`config.mk`:
```
export PLATFORM = sky130hd
export DESIGN_NAME = cardinal_fwd_scoreboard_flat
export DESIGN_NICKNAME = d
export VERILOG_FILES = /design/src/rtl/cardinal_fwd_scoreboard_pkg.sv /design/src/rtl/cardinal_fwd_scoreboard_if.sv /design/src/rtl/cardinal_fwd_scoreboard_lane_fwd_mux.sv /design/src/rtl/cardinal_fwd_scoreboard.sv /design/src/flat_wrapper.sv
export SDC_FILE = /design/constraint.sdc
export NUM_CORES = 2
export LEC_CHECK = 0
export ABC_AREA = 1
export CORE_MARGIN = 3
export CORE_UTILIZATION = 45
export CTS_BUF_LIST = sky130_fd_sc_hd__clkbuf_4 sky130_fd_sc_hd__clkbuf_8
export CTS_CLUSTER_SIZE = 25
export DETAILED_ROUTE_END_ITERATION = 8
export HOLD_SLACK_MARGIN = 0.08
export SLEW_MARGIN = 20
export SYNTH_ARGS = -nofsm -noshare
export SYNTH_HDL_FRONTEND = slang
export SYNTH_HIERARCHICAL = 1
export SYNTH_SLANG_ARGS = --single-unit
export TNS_END_PERCENT = 50
```
`constraint.sdc`:
```
create_clock -name clk_sys -period 4.2 [get_ports clk_sys]
set_input_delay 0.84 -clock clk_sys [delete_from_list [all_inputs] [get_ports clk_sys]]
set_output_delay 0.84 -clock clk_sys [all_outputs]
set_load 0.01 [all_outputs]
```
`src/rtl/cardinal_fwd_scoreboard_pkg.sv`:
```
// Shared encodings and lane-mask helper for the cardinal ID-stage hazard/forwarding unit.
package cardinal_pkg;

    localparam logic [2:0] PPP_ALL   = 3'b000;
    localparam logic [2:0] PPP_UPPER = 3'b001;
    localparam logic [2:0] PPP_LOWER = 3'b010;
    localparam logic [2:0] PPP_EVEN  = 3'b011;
    localparam logic [2:0] PPP_ODD   = 3'b100;

    localparam logic [1:0] FWD_RF = 2'b00;
    localparam logic [1:0] FWD_EX = 2'b01;
    localparam logic [1:0] FWD_WB = 2'b10;

    localparam int MAX_LANES = 64;
    // Wide enough for 1 + LD_LAT with LD_LAT up to 7
    localparam int CNT_W     = 4;

    // Bit l of the result is lane l; lane 0 is the most significant lane of the operand.
    function automatic logic [MAX_LANES-1:0] ppp_lane_mask(input logic [2:0] ppp, input int lanes);
        logic [MAX_LANES-1:0] m;
        m = '0;
        for (int l = 0; l < MAX_LANES; l++) begin
            if (l < lanes) begin
                case (ppp)
                    PPP_UPPER: m[l] = (l < lanes / 2);
                    PPP_LOWER: m[l] = (l >= lanes / 2);
                    PPP_EVEN:  m[l] = ((l % 2) == 0);
                    PPP_ODD:   m[l] = ((l % 2) == 1);
                    default:   m[l] = 1'b1;
                endcase
            end
        end
        return m;
    endfunction

endpackage

```
`src/rtl/cardinal_fwd_scoreboard_if.sv`:
```
// ID/EX/WB bundle of the forwarding scoreboard; i_/o_ names are from the scoreboard's view.
interface cardinal_fwd_scoreboard_if #(
    parameter int DATA_W = 64,
    parameter int LANE_W = 8,
    parameter int AW     = 5,
    parameter int NSRC   = 3
);
    localparam int LANES = DATA_W / LANE_W;

    logic                     i_id_valid;
    logic                     i_id_flush;
    logic                     i_id_wr;
    logic                     i_id_is_load;
    logic [AW-1:0]            i_id_rd;
    logic [2:0]               i_id_ppp;
    logic [NSRC*AW-1:0]       i_id_src;
    logic [NSRC-1:0]          i_id_src_used;
    logic [NSRC*DATA_W-1:0]   i_rf_data;
    logic                     i_ex_valid;
    logic [AW-1:0]            i_ex_rd;
    logic [2:0]               i_ex_ppp;
    logic [DATA_W-1:0]        i_ex_data;
    logic                     i_wb_valid;
    logic [AW-1:0]            i_wb_rd;
    logic [2:0]               i_wb_ppp;
    logic [DATA_W-1:0]        i_wb_data;
    logic                     o_stall;
    logic                     o_issue;
    logic [NSRC*DATA_W-1:0]   o_opnd_data;
    logic [NSRC*LANES*2-1:0]  o_fwd_sel;
    logic [15:0]              o_stall_cycles;

    modport master (
        output i_id_valid, i_id_flush, i_id_wr, i_id_is_load, i_id_rd, i_id_ppp,
               i_id_src, i_id_src_used, i_rf_data,
               i_ex_valid, i_ex_rd, i_ex_ppp, i_ex_data,
               i_wb_valid, i_wb_rd, i_wb_ppp, i_wb_data,
        input  o_stall, o_issue, o_opnd_data, o_fwd_sel, o_stall_cycles
    );

    modport slave (
        input  i_id_valid, i_id_flush, i_id_wr, i_id_is_load, i_id_rd, i_id_ppp,
               i_id_src, i_id_src_used, i_rf_data,
               i_ex_valid, i_ex_rd, i_ex_ppp, i_ex_data,
               i_wb_valid, i_wb_rd, i_wb_ppp, i_wb_data,
        output o_stall, o_issue, o_opnd_data, o_fwd_sel, o_stall_cycles
    );

endinterface

```
`src/rtl/cardinal_fwd_scoreboard_lane_fwd_mux.sv`:
```
// Per-lane operand merge for one source: EX bypass beats WB bypass beats register file.
module cardinal_lane_fwd_mux
    import cardinal_pkg::*;
#(
    parameter int DATA_W = 64,
    parameter int LANE_W = 8,
    parameter int AW     = 5
) (
    input  logic [AW-1:0]                  i_src,
    input  logic [DATA_W-1:0]              i_rf_data,
    input  logic                           i_ex_valid,
    input  logic [AW-1:0]                  i_ex_rd,
    input  logic [2:0]                     i_ex_ppp,
    input  logic [DATA_W-1:0]              i_ex_data,
    input  logic                           i_wb_valid,
    input  logic [AW-1:0]                  i_wb_rd,
    input  logic [2:0]                     i_wb_ppp,
    input  logic [DATA_W-1:0]              i_wb_data,
    output logic [DATA_W-1:0]              o_data,
    output logic [2*(DATA_W/LANE_W)-1:0]   o_sel
);
    localparam int LANES = DATA_W / LANE_W;

    logic             w_ex_hit;
    logic             w_wb_hit;
    logic [LANES-1:0] w_ex_mask;
    logic [LANES-1:0] w_wb_mask;

    // r0 is hardwired, so a bypass addressed to it never overrides the register file
    assign w_ex_hit  = i_ex_valid && (i_src != '0) && (i_ex_rd == i_src);
    assign w_wb_hit  = i_wb_valid && (i_src != '0) && (i_wb_rd == i_src);
    assign w_ex_mask = LANES'(ppp_lane_mask(i_ex_ppp, LANES));
    assign w_wb_mask = LANES'(ppp_lane_mask(i_wb_ppp, LANES));

    always_comb begin
        o_data = i_rf_data;
        o_sel  = '0;
        for (int l = 0; l < LANES; l++) begin
            if (w_ex_hit && w_ex_mask[l]) begin
                o_data[DATA_W-1-l*LANE_W -: LANE_W] = i_ex_data[DATA_W-1-l*LANE_W -: LANE_W];
                o_sel[(LANES-1-l)*2 +: 2]           = FWD_EX;
            end else if (w_wb_hit && w_wb_mask[l]) begin
                o_data[DATA_W-1-l*LANE_W -: LANE_W] = i_wb_data[DATA_W-1-l*LANE_W -: LANE_W];
                o_sel[(LANES-1-l)*2 +: 2]           = FWD_WB;
            end else begin
                o_sel[(LANES-1-l)*2 +: 2]           = FWD_RF;
            end
        end
    end

endmodule

```
`src/rtl/cardinal_fwd_scoreboard.sv`:
```
// ID-stage hazard unit: per-register, per-lane countdown of in-flight writes drives the load-use
// stall; NSRC lane muxes merge EX/WB bypass data into the source operands.
module cardinal_fwd_scoreboard
    import cardinal_pkg::*;
#(
    parameter int DATA_W = 64,
    parameter int LANE_W = 8,
    parameter int NREG   = 32,
    parameter int AW     = 5,
    parameter int NSRC   = 3,
    parameter int LD_LAT = 2
) (
    input  logic clk_sys,
    input  logic rst_n,
    cardinal_fwd_scoreboard_if.slave bus
);
    localparam int LANES = DATA_W / LANE_W;
    localparam logic [CNT_W-1:0] CNT_ALU  = CNT_W'(1);
    localparam logic [CNT_W-1:0] CNT_LOAD = CNT_W'(1 + LD_LAT);

    logic [CNT_W-1:0]        r_cnt     [NREG][LANES];
    logic [CNT_W-1:0]        w_cnt_nxt [NREG][LANES];
    logic [15:0]             r_stall_cycles;
    logic [AW-1:0]           w_src     [NSRC];
    logic [LANES-1:0]        w_wr_mask;
    logic [CNT_W-1:0]        w_new;
    logic                    w_stall;
    logic                    w_issue;
    logic                    w_sb_wr;
    logic [NSRC*DATA_W-1:0]  w_opnd;
    logic [NSRC*LANES*2-1:0] w_sel;

    always_comb begin
        for (int s = 0; s < NSRC; s++) begin
            w_src[s] = bus.i_id_src[(NSRC-1-s)*AW +: AW];
        end
    end

    // A lane with count 1 arrives on the EX bypass this cycle, so only counts above 1 must wait
    always_comb begin
        w_stall = 1'b0;
        for (int s = 0; s < NSRC; s++) begin
            if (bus.i_id_src_used[s] && (w_src[s] != '0)) begin
                for (int l = 0; l < LANES; l++) begin
                    if (r_cnt[w_src[s]][l] > CNT_W'(1)) begin
                        w_stall = 1'b1;
                    end
                end
            end
        end
        w_stall = w_stall & bus.i_id_valid & ~bus.i_id_flush;
    end

    assign w_issue   = bus.i_id_valid & ~bus.i_id_flush & ~w_stall;
    assign w_sb_wr   = w_issue & bus.i_id_wr & (bus.i_id_rd != '0);
    assign w_new     = bus.i_id_is_load ? CNT_LOAD : CNT_ALU;
    assign w_wr_mask = LANES'(ppp_lane_mask(bus.i_id_ppp, LANES));

    always_comb begin
        for (int r = 0; r < NREG; r++) begin
            for (int l = 0; l < LANES; l++) begin
                w_cnt_nxt[r][l] = (r_cnt[r][l] != '0) ? (r_cnt[r][l] - CNT_W'(1)) : '0;
                if (w_sb_wr && (bus.i_id_rd == AW'(r)) && w_wr_mask[l] && (w_cnt_nxt[r][l] < w_new)) begin
                    w_cnt_nxt[r][l] = w_new;
                end
            end
        end
    end

    always_ff @(posedge clk_sys or negedge rst_n) begin
        if (!rst_n) begin
            for (int r = 0; r < NREG; r++) begin
                for (int l = 0; l < LANES; l++) begin
                    r_cnt[r][l] <= '0;
                end
            end
            r_stall_cycles <= '0;
        end else begin
            r_cnt <= w_cnt_nxt;
            if (w_stall && (r_stall_cycles != 16'hFFFF)) begin
                r_stall_cycles <= r_stall_cycles + 16'd1;
            end
        end
    end

    for (genvar s = 0; s < NSRC; s++) begin : g_src
        cardinal_lane_fwd_mux #(
            .DATA_W (DATA_W),
            .LANE_W (LANE_W),
            .AW     (AW)
        ) u_mux (
            .i_src      (w_src[s]),
            .i_rf_data  (bus.i_rf_data[(NSRC-1-s)*DATA_W +: DATA_W]),
            .i_ex_valid (bus.i_ex_valid),
            .i_ex_rd    (bus.i_ex_rd),
            .i_ex_ppp   (bus.i_ex_ppp),
            .i_ex_data  (bus.i_ex_data),
            .i_wb_valid (bus.i_wb_valid),
            .i_wb_rd    (bus.i_wb_rd),
            .i_wb_ppp   (bus.i_wb_ppp),
            .i_wb_data  (bus.i_wb_data),
            .o_data     (w_opnd[(NSRC-1-s)*DATA_W +: DATA_W]),
            .o_sel      (w_sel[(NSRC-1-s)*LANES*2 +: LANES*2])
        );
    end

    assign bus.o_stall        = w_stall;
    assign bus.o_issue        = w_issue;
    assign bus.o_opnd_data    = w_opnd;
    assign bus.o_fwd_sel      = w_sel;
    assign bus.o_stall_cycles = r_stall_cycles;

endmodule
```
`src/flat_wrapper.sv`:
```
// flat-port wrapper written by rule: the top's interface ports become plain ports
module cardinal_fwd_scoreboard_flat import cardinal_pkg::*;
#(
    parameter int DATA_W = 64,
    parameter int LANE_W = 8,
    parameter int NREG   = 32,
    parameter int AW     = 5,
    parameter int NSRC   = 3,
    parameter int LD_LAT = 2
)
  (clk_sys, rst_n, bus_i_id_valid, bus_i_id_flush, bus_i_id_wr, bus_i_id_is_load, bus_i_id_rd, bus_i_id_ppp, bus_i_id_src, bus_i_id_src_used, bus_i_rf_data, bus_i_ex_valid, bus_i_ex_rd, bus_i_ex_ppp, bus_i_ex_data, bus_i_wb_valid, bus_i_wb_rd, bus_i_wb_ppp, bus_i_wb_data, bus_o_stall, bus_o_issue, bus_o_opnd_data, bus_o_fwd_sel, bus_o_stall_cycles);
  cardinal_fwd_scoreboard_if #(.DATA_W(DATA_W), .LANE_W(LANE_W), .AW(AW), .NSRC(NSRC)) bus_i ();
  input  logic clk_sys;
  input  logic rst_n;
  input wire logic [$bits(bus_i.i_id_valid)-1:0] bus_i_id_valid;
  input wire logic [$bits(bus_i.i_id_flush)-1:0] bus_i_id_flush;
  input wire logic [$bits(bus_i.i_id_wr)-1:0] bus_i_id_wr;
  input wire logic [$bits(bus_i.i_id_is_load)-1:0] bus_i_id_is_load;
  input wire logic [$bits(bus_i.i_id_rd)-1:0] bus_i_id_rd;
  input wire logic [$bits(bus_i.i_id_ppp)-1:0] bus_i_id_ppp;
  input wire logic [$bits(bus_i.i_id_src)-1:0] bus_i_id_src;
  input wire logic [$bits(bus_i.i_id_src_used)-1:0] bus_i_id_src_used;
  input wire logic [$bits(bus_i.i_rf_data)-1:0] bus_i_rf_data;
  input wire logic [$bits(bus_i.i_ex_valid)-1:0] bus_i_ex_valid;
  input wire logic [$bits(bus_i.i_ex_rd)-1:0] bus_i_ex_rd;
  input wire logic [$bits(bus_i.i_ex_ppp)-1:0] bus_i_ex_ppp;
  input wire logic [$bits(bus_i.i_ex_data)-1:0] bus_i_ex_data;
  input wire logic [$bits(bus_i.i_wb_valid)-1:0] bus_i_wb_valid;
  input wire logic [$bits(bus_i.i_wb_rd)-1:0] bus_i_wb_rd;
  input wire logic [$bits(bus_i.i_wb_ppp)-1:0] bus_i_wb_ppp;
  input wire logic [$bits(bus_i.i_wb_data)-1:0] bus_i_wb_data;
  output wire logic [$bits(bus_i.o_stall)-1:0] bus_o_stall;
  output wire logic [$bits(bus_i.o_issue)-1:0] bus_o_issue;
  output wire logic [$bits(bus_i.o_opnd_data)-1:0] bus_o_opnd_data;
  output wire logic [$bits(bus_i.o_fwd_sel)-1:0] bus_o_fwd_sel;
  output wire logic [$bits(bus_i.o_stall_cycles)-1:0] bus_o_stall_cycles;
  assign bus_i.i_id_valid = bus_i_id_valid;
  assign bus_i.i_id_flush = bus_i_id_flush;
  assign bus_i.i_id_wr = bus_i_id_wr;
  assign bus_i.i_id_is_load = bus_i_id_is_load;
  assign bus_i.i_id_rd = bus_i_id_rd;
  assign bus_i.i_id_ppp = bus_i_id_ppp;
  assign bus_i.i_id_src = bus_i_id_src;
  assign bus_i.i_id_src_used = bus_i_id_src_used;
  assign bus_i.i_rf_data = bus_i_rf_data;
  assign bus_i.i_ex_valid = bus_i_ex_valid;
  assign bus_i.i_ex_rd = bus_i_ex_rd;
  assign bus_i.i_ex_ppp = bus_i_ex_ppp;
  assign bus_i.i_ex_data = bus_i_ex_data;
  assign bus_i.i_wb_valid = bus_i_wb_valid;
  assign bus_i.i_wb_rd = bus_i_wb_rd;
  assign bus_i.i_wb_ppp = bus_i_wb_ppp;
  assign bus_i.i_wb_data = bus_i_wb_data;
  assign bus_o_stall = bus_i.o_stall;
  assign bus_o_issue = bus_i.o_issue;
  assign bus_o_opnd_data = bus_i.o_opnd_data;
  assign bus_o_fwd_sel = bus_i.o_fwd_sel;
  assign bus_o_stall_cycles = bus_i.o_stall_cycles;
  cardinal_fwd_scoreboard #(.DATA_W(DATA_W), .LANE_W(LANE_W), .NREG(NREG), .AW(AW), .NSRC(NSRC), .LD_LAT(LD_LAT)) u_core (.clk_sys(clk_sys), .rst_n(rst_n), .bus(bus_i));
endmodule
```
# --- After elaboration in Yosys (flattened, before gate mapping) ---
# Cells that the tools add are included.
word_totals:
  mem_bits_rw: 0
  output_inout_bits: 258
  memories: 0
  latch_bits: 0
  rom_bits: 0
  register_bits: 1040
classes:
  add_sub_neg: 257
  div_mod_pow: 0
  n_lt_le_gt_ge: 283
  bitwise_logic: 11
  eq_ne: 50
  n_mux: 633
  reduce_logical: 729
  n_mul: 0
  shift: 0
ops:
  columns: ["op", "n"]
  rows:
  - ["$mux 4", 512]
  - ["$lt 4x4->1", 256]
  - ["$reduce_bool 4->1", 256]
  - ["$sub 4x1->4 const B", 256]
  - ["$bmux 32 s5", 3]
  - ["$logic_and 1x1->1", 456]
  - ["$mux 8", 48]
  - ["$mux 32", 6]
  - ["$gt 4x1->1 const B", 24]
  - ["$eq 5x5->1 const B", 16]
  - ["$mux 2", 25]
  - ["$eq 5x4->1 const B", 8]
  - ["$mux 1", 39]
  - ["$eq 5x5->1", 6]
  - ["$reduce_or 2->1", 12]
  - ["$eq 5x3->1 const B", 4]
  - ["$reduce_bool 5->1", 4]
  - ["$eq 3x2->1 const B", 6]
  - ["$ge 6x6->1 const B", 3]
  - ["$not 5->6", 3]
  - ["$add 16x1->16 const B", 1]
  - ["$ne 16x16->1 const B", 1]
  - ["$eq 5x2->1 const B", 2]
  - ["$eq 3x1->1 const B", 3]
  - ["other kinds (5)", 13]

# --- Logic depth before layout (Yosys ltp) ---
logic_depth:
  word_depth: 42
  mapped_depth: 26
  depth_no_buf: 23

# --- Hierarchy ---
# Netlist, hierarchy kept.
by_module_without_submodules:
  columns: ["module", "cells_each", "area_each_um2", "n_inst"]
  rows:
  - ["cardinal_fwd_scoreboard", 9908, 67202.0, 1]
  - ["cardinal_lane_fwd_mux", 567, 2590.0, 3]

# --- Worst setup path after synthesis ---
# Ideal clock, no wire load.
synth_path:
  path_kind: "input port to flip-flop"
  startpoint: "input bus_i_id_is_load"
  endpoint: "register u_core/r_cnt[437] (netlist bit)"
  arrival_ps: 9329
  path_buffers: 3
  t_required_ps: 3759
  setup_slack_ps: -5571
  path_stages: 10
  cell_sequence: "clkbuf_1 -> inv_2 -> clkbuf_1 -> clkbuf_1 -> ha_1 -> a2111o_1 -> inv_1 -> nand3_1 -> nand2_1 -> o21ai_0"
synth_lines:
  columns: ["item", "line", "rtl"]
  rows:
  - ["start: declaration", "flat_wrapper.sv:18", "input wire logic [$bits(bus_i.i_id_is_load)-1:0] bus_i_id_is_load;"]
  - ["end signal: assignment", "cardinal_fwd_scoreboard.sv:79", "r_cnt <= w_cnt_nxt;"]
  - ["end: declaration", "cardinal_fwd_scoreboard.sv:21", "logic [CNT_W-1:0] r_cnt [NREG][LANES];"]

# --- Worst setup path in the final report ---
layout_path:
  startpoint: "register u_core/r_cnt[494] (netlist bit)"
  endpoint: "output bus_o_stall"
layout_between:
  elab_chain_cells: 29
  word_cells_on_any_way: 37
  classes_between: "order compare (3); mux (32); bitwise (2)"
layout_rtl:
  columns: ["item", "line", "rtl"]
  rows:
  - ["$bmux 32 s5", "cardinal_fwd_scoreboard.sv:45", "if (r_cnt[w_src[s]][l] > CNT_W'(1)) begin"]
  - ["$mux 32 (2 in series)", null, null]
  - ["$gt 4x1->1", "cardinal_fwd_scoreboard.sv:45", null]
  - ["$mux 1 (4 in series)", "cardinal_fwd_scoreboard.sv:45", null]
  - ["$mux 1", "cardinal_fwd_scoreboard.sv:43", "if (bus.i_id_src_used[s] && (w_src[s] != '0)) begin"]
  - ["$mux 1 (8 in series)", "cardinal_fwd_scoreboard.sv:45", null]
  - ["$mux 1", "cardinal_fwd_scoreboard.sv:43", null]
  - ["$mux 1 (8 in series)", "cardinal_fwd_scoreboard.sv:45", null]
  - ["$mux 1 *", "cardinal_fwd_scoreboard.sv:43", null]
  - ["$and 1x1->1 * (2 in series)", "cardinal_fwd_scoreboard.sv:51", "w_stall = w_stall & bus.i_id_valid & ~bus.i_id_flush;"]
  - ["end: declaration", "flat_wrapper.sv:32", "output wire logic [$bits(bus_i.o_stall)-1:0] bus_o_stall;"]
# Mark *: on every way between the ends. The rest lies on a longest branch, timed or not. The select of a mux whose other input is x is not followed.

==> results by group <==
Final layout
  • Number of fill cells: 16100
  • Final cell count without fillers: ~15000
  • Sequential Area: between 20000 and 30000 sq um
  • Area grow syn2layout: 27.1%
  • Design Area, Final: between 90000 and 100000 sq um
  • Layout net count: 13400
  • Final Util: between 50 and 60%
  • Area of the multi-input gates: 40100 sq um
  • Share of layout cells above drive strength 1: between 10% and 20%

Timing
  • Fin crit share: 101%
  • Max Clk Rate: between 0.2 and 0.25 GHz
  • Slew Limit Fails: 0
  • Worst setup margin: -0.0218 ns
  • RSZ-0062 raised after global routing: true
  • Rel. slew slack: between 10 and 15%
  • Minimum clock period: ~4.2 ns
  • Final setup violation count: 3
  • Clock Skew: just under 0.06 ns
  • Final Hold Viols: 0
  • Worst Tran Pin Value: ~1.3 ns

Route
  • Drc violations: 0
  • Final antenna-violating net count: 0
  • Vias post-DR: about 84000
  • DRT Wirelength: between 300000 and 400000 um
  • Vias per cell: between 5 and 6
  • First-pass DRT Iterations: 9
  • Initial DRC Count: between 7000 and 8000
  • Drt wl/cell: approximately 22 um

Critical path
  • Crit-path cells: inv_1 -> nand2_2 -> nor2_2 -> buf_4 -> o21ai_0 -> nor2_1 -> nand3_1 -> nand2_1 -> nand2_1 -> nand2_1 -> nand4_1 -> nand3_2 -> nand2_4 -> o21ai_4 -> inv_2 -> buf_2
  • FF-to-FF setup slack: between 0.6 and 0.7 ns
  • Most frequent cell on the critical path: nand2_1
  • Worst path slowest cell: dfrtp_1
  • CP Data Required Time: approximately 3.4 ns
  • Stages on the worst setup path: 16
  • Worst-path fanout max: 4
  • Buf/Inv on CP: 4
  • CP delay by family, top: simple AND/OR/NAND/NOR gates
  • End point of the critical path: bus_o_stall
  • R2r endpoint: u_core/r_cnt[173]$_DFF_PN0_
  • Crit path DAT: around 3.4 ns
  • Crit start category: flip-flop
  • Worst R2R Start: u_core/r_cnt[494]$_DFF_PN0_
  • Worst setup path class: flip-flop to primary output
  • Worst Setup SP: u_core/r_cnt[494]$_DFF_PN0_
  • Crit end category: primary output
  • Length in cells of the worst reg-to-reg path: 24
  • Critical Path Max Stage Delay: between 0.3 and 0.4 ns

Worst hold path
  • Hold Path Stages: 1
  • Worst min-delay path class: flip-flop to flip-flop

Placed design
  • DPL Wire Length: 256000 um
  • GPL Wtd Cong: 1.03
  • Area post-placement: 89300 sq um
  • IO Port Bufs: 627
  • Placed Instances: between 10000 and 15000

Synthesis
  • Most frequent cell after synthesis: nand2_1
  • Synth Cell Area: between 70000 and 80000 sq um
  • Syn Nets: 12200
  • Mean Syn Cell Area: approximately 6.5 sq um
  • Ys async rst share: 100%
  • Number of synthesized flops with an enable pin: 0
  • Synthesis-stage register bit count: around 1000
  • Most used flip-flop cell after synthesis: dfrtp_1
  • Yosys top cell area share: a little over a third
  • Synth area leaders: dfrtp_1 35%, nand2_1 15%, inv_1 10%
  • Seq/Total Area, Yosys: a little over a third
  • Synth area leader: dfrtp_1
  • Commonest cells in the netlist: 3000 x nand2_1, 2055 x inv_1, 1757 x nor2_1, 1040 x dfrtp_1, 956 x nand3_1
  • YS warnings: 6
  • Yosys cell types: 45
  • Synth Instances: 11600

Clock tree
  • Cts bufs inserted: between 150 and 200
  • Clk buf depth: 3
  • Clock latency on the worst-skew pair: about 0.99 ns
  • H-tree levels: 4
  • CTS tree: yes
  • CTS Root Cell: clkbuf_8
  • Clk sinks: ~1000
  • Clk slew on worst S/H paths: around 0.06 ns

Pwr
  • PwrDens: 440 nW/um^2
  • Static Leak: around 52 nW
  • Pwr Total: between 0.04 and 0.05 W
  • Max rail drop VDD: approximately 380 uV

Run status
  • Status: finished, violations left
  • Failing checks: setup timing

Floorplanning
  • # IOs: ~630
  • Cell row count: approximately 150
  • CORE AREA: 165000 sq um
  • Die area: 172000 sq um
  • Initial Utilization: between 40% and 50%
  • Die width: ~410 um
  • Die height: about 410 um

Global routing
  • GRT overflow: 0
  • Vias in the first global route: around 80000
  • First-pass GRT wire length: 497000 um
  • Initial antenna violation count: 26
  • Tot GR Track Use: 38.0%
  • Largest net degree at the start of global routing: approximately 120

Run
  • Max cap viols: 0
## worst min-delay path by stage
| stage | slack (ns) | startpoint | end |
|---|---|---|---|
| floorplan | 0.42 | u_core/r_cnt[1020]$_DFF_PN0_ | u_core/r_cnt[1020]$_DFF_PN0_ |
| global placement | 0.44 | u_core/r_cnt[1020]$_DFF_PN0_ | u_core/r_cnt[1020]$_DFF_PN0_ |
| detailed placement | 0.45 | u_core/r_cnt[1008]$_DFF_PN0_ | u_core/r_cnt[1008]$_DFF_PN0_ |
| CTS | 0.46 | u_core/r_cnt[996]$_DFF_PN0_ | u_core/r_cnt[996]$_DFF_PN0_ |
| global route | 0.47 | u_core/r_cnt[996]$_DFF_PN0_ | u_core/r_cnt[996]$_DFF_PN0_ |
| finish | 0.46 | u_core/r_cnt[996]$_DFF_PN0_ | u_core/r_cnt[996]$_DFF_PN0_ |
## cell type report
cell class	count	area share (%)
Antenna cell	14	0.0368
Clock buffer	292	3.82
Clock inverter	42	0.412
Inverter	2086	8.27
Multi-Input combinational cell	8081	42.1
Sequential cell	1040	27.3
Tap cell	2189	2.87
Timing Repair Buffer	1358	15.2
## worst reg2reg max path: stages, from the launching register on
cell     delay, ns
dfrtp_1       0.38
inv_1         0.10
nand2_2       0.12
nor2_2        0.10
buf_4         0.15
o21ai_0       0.08
nor2_1        0.11
nand3_1       0.13
nand2_1       0.15
nand2_1       0.10
nand2_1       0.07
nand4_1       0.28
nand3_2       0.18
nand2_4       0.12
nor2_4        0.11
buf_4         0.10
buf_4         0.11
nand3_1       0.12
buf_12        0.21
nor2_1        0.22
buf_12        0.22
nand3_1       0.13
nand2_1       0.10
nand2_1       0.05
inv_1         0.05
## layout by cell type, fill, tap and decap left out, types with 14 or more instances in the layout
master and instances:
a2111o_1 180, a21oi_1 308, buf_12 207, buf_4 522, buf_6 20, clkbuf_4 61, clkbuf_8 231, clkdlybuf4s50_1 420
clkinv_2 24, dfrtp_1 1032, diode_2 14, dlygate4sd2_1 103, dlymetal6s2s_1 47, ha_1 249, inv_1 2019, inv_2 46
mux2i_1 37, nand2_1 2934, nand2_2 62, nand3_1 913, nand3_2 52, nand3_4 15, nand4_1 483, nor2_1 1662
nor2_2 75, nor2_4 48, nor3_1 114, o211ai_1 113, o21ai_0 687, o21ai_1 22, o22ai_1 14, xnor2_1 19
## flip-flops by register name, summed over array words and instances, names as in the netlist
name,count
u_core/r_cnt,1024
u_core/bus.o_stall_cycles,16
## layer usage
metal / up-vias / wire length [um] / track usage [%]
li1: 39400 / - / -
met1: 39600 / 132000 / 45.9
met2: 3540 / 153000 / 62.0
met3: 940 / 24500 / 6.64
met4: 12 / 26400 / 25.7
met5: - / 60 / 0
## report_power, final
| part | leakage, nW | total, W | internal (W) | switching, W |
|---|---|---|---|---|
| registers | 13.9 | 0.0138 | 0.0119 | 0.00191 |
| clock network | 2.15 | 0.0105 | 0.00577 | 0.00471 |
| logic | 36.3 | 0.0177 | 0.00654 | 0.0111 |
## timing repair
action / CTS / global route
endpoints found under the hold margin: 65 / 0
buffers inserted: 49 / 31
resized for setup: 389 / 199
endpoints found under the setup margin: 220 / 132
gates cloned: 4 / 1
pin swaps: 44 / 40
hold buffers: 1 / 0
## logic make-up after synthesis
logic type | synth area share, %
flops | 34.7
buf+inv | 13.2
compound gates | 11.1
xor+xnor | 0.327
fa+ha+maj | 4.16
mux | 0.494
simple gates | 36.0
## metrics by stage
stage / hold slack, ns / setup TNS [ns] / worst slack, ns
global placement: 0.439 / -295.00 / -0.908
CTS: 0.458 / -1.18 / -0.181
finish: 0.459 / -0.0467 / -0.0218
floorplan: 0.422 / 0 / 0.494
global route: 0.467 / -0.374 / -0.112
detailed placement: 0.446 / -283.36 / -0.875
(Power assumes the default switching activity.)
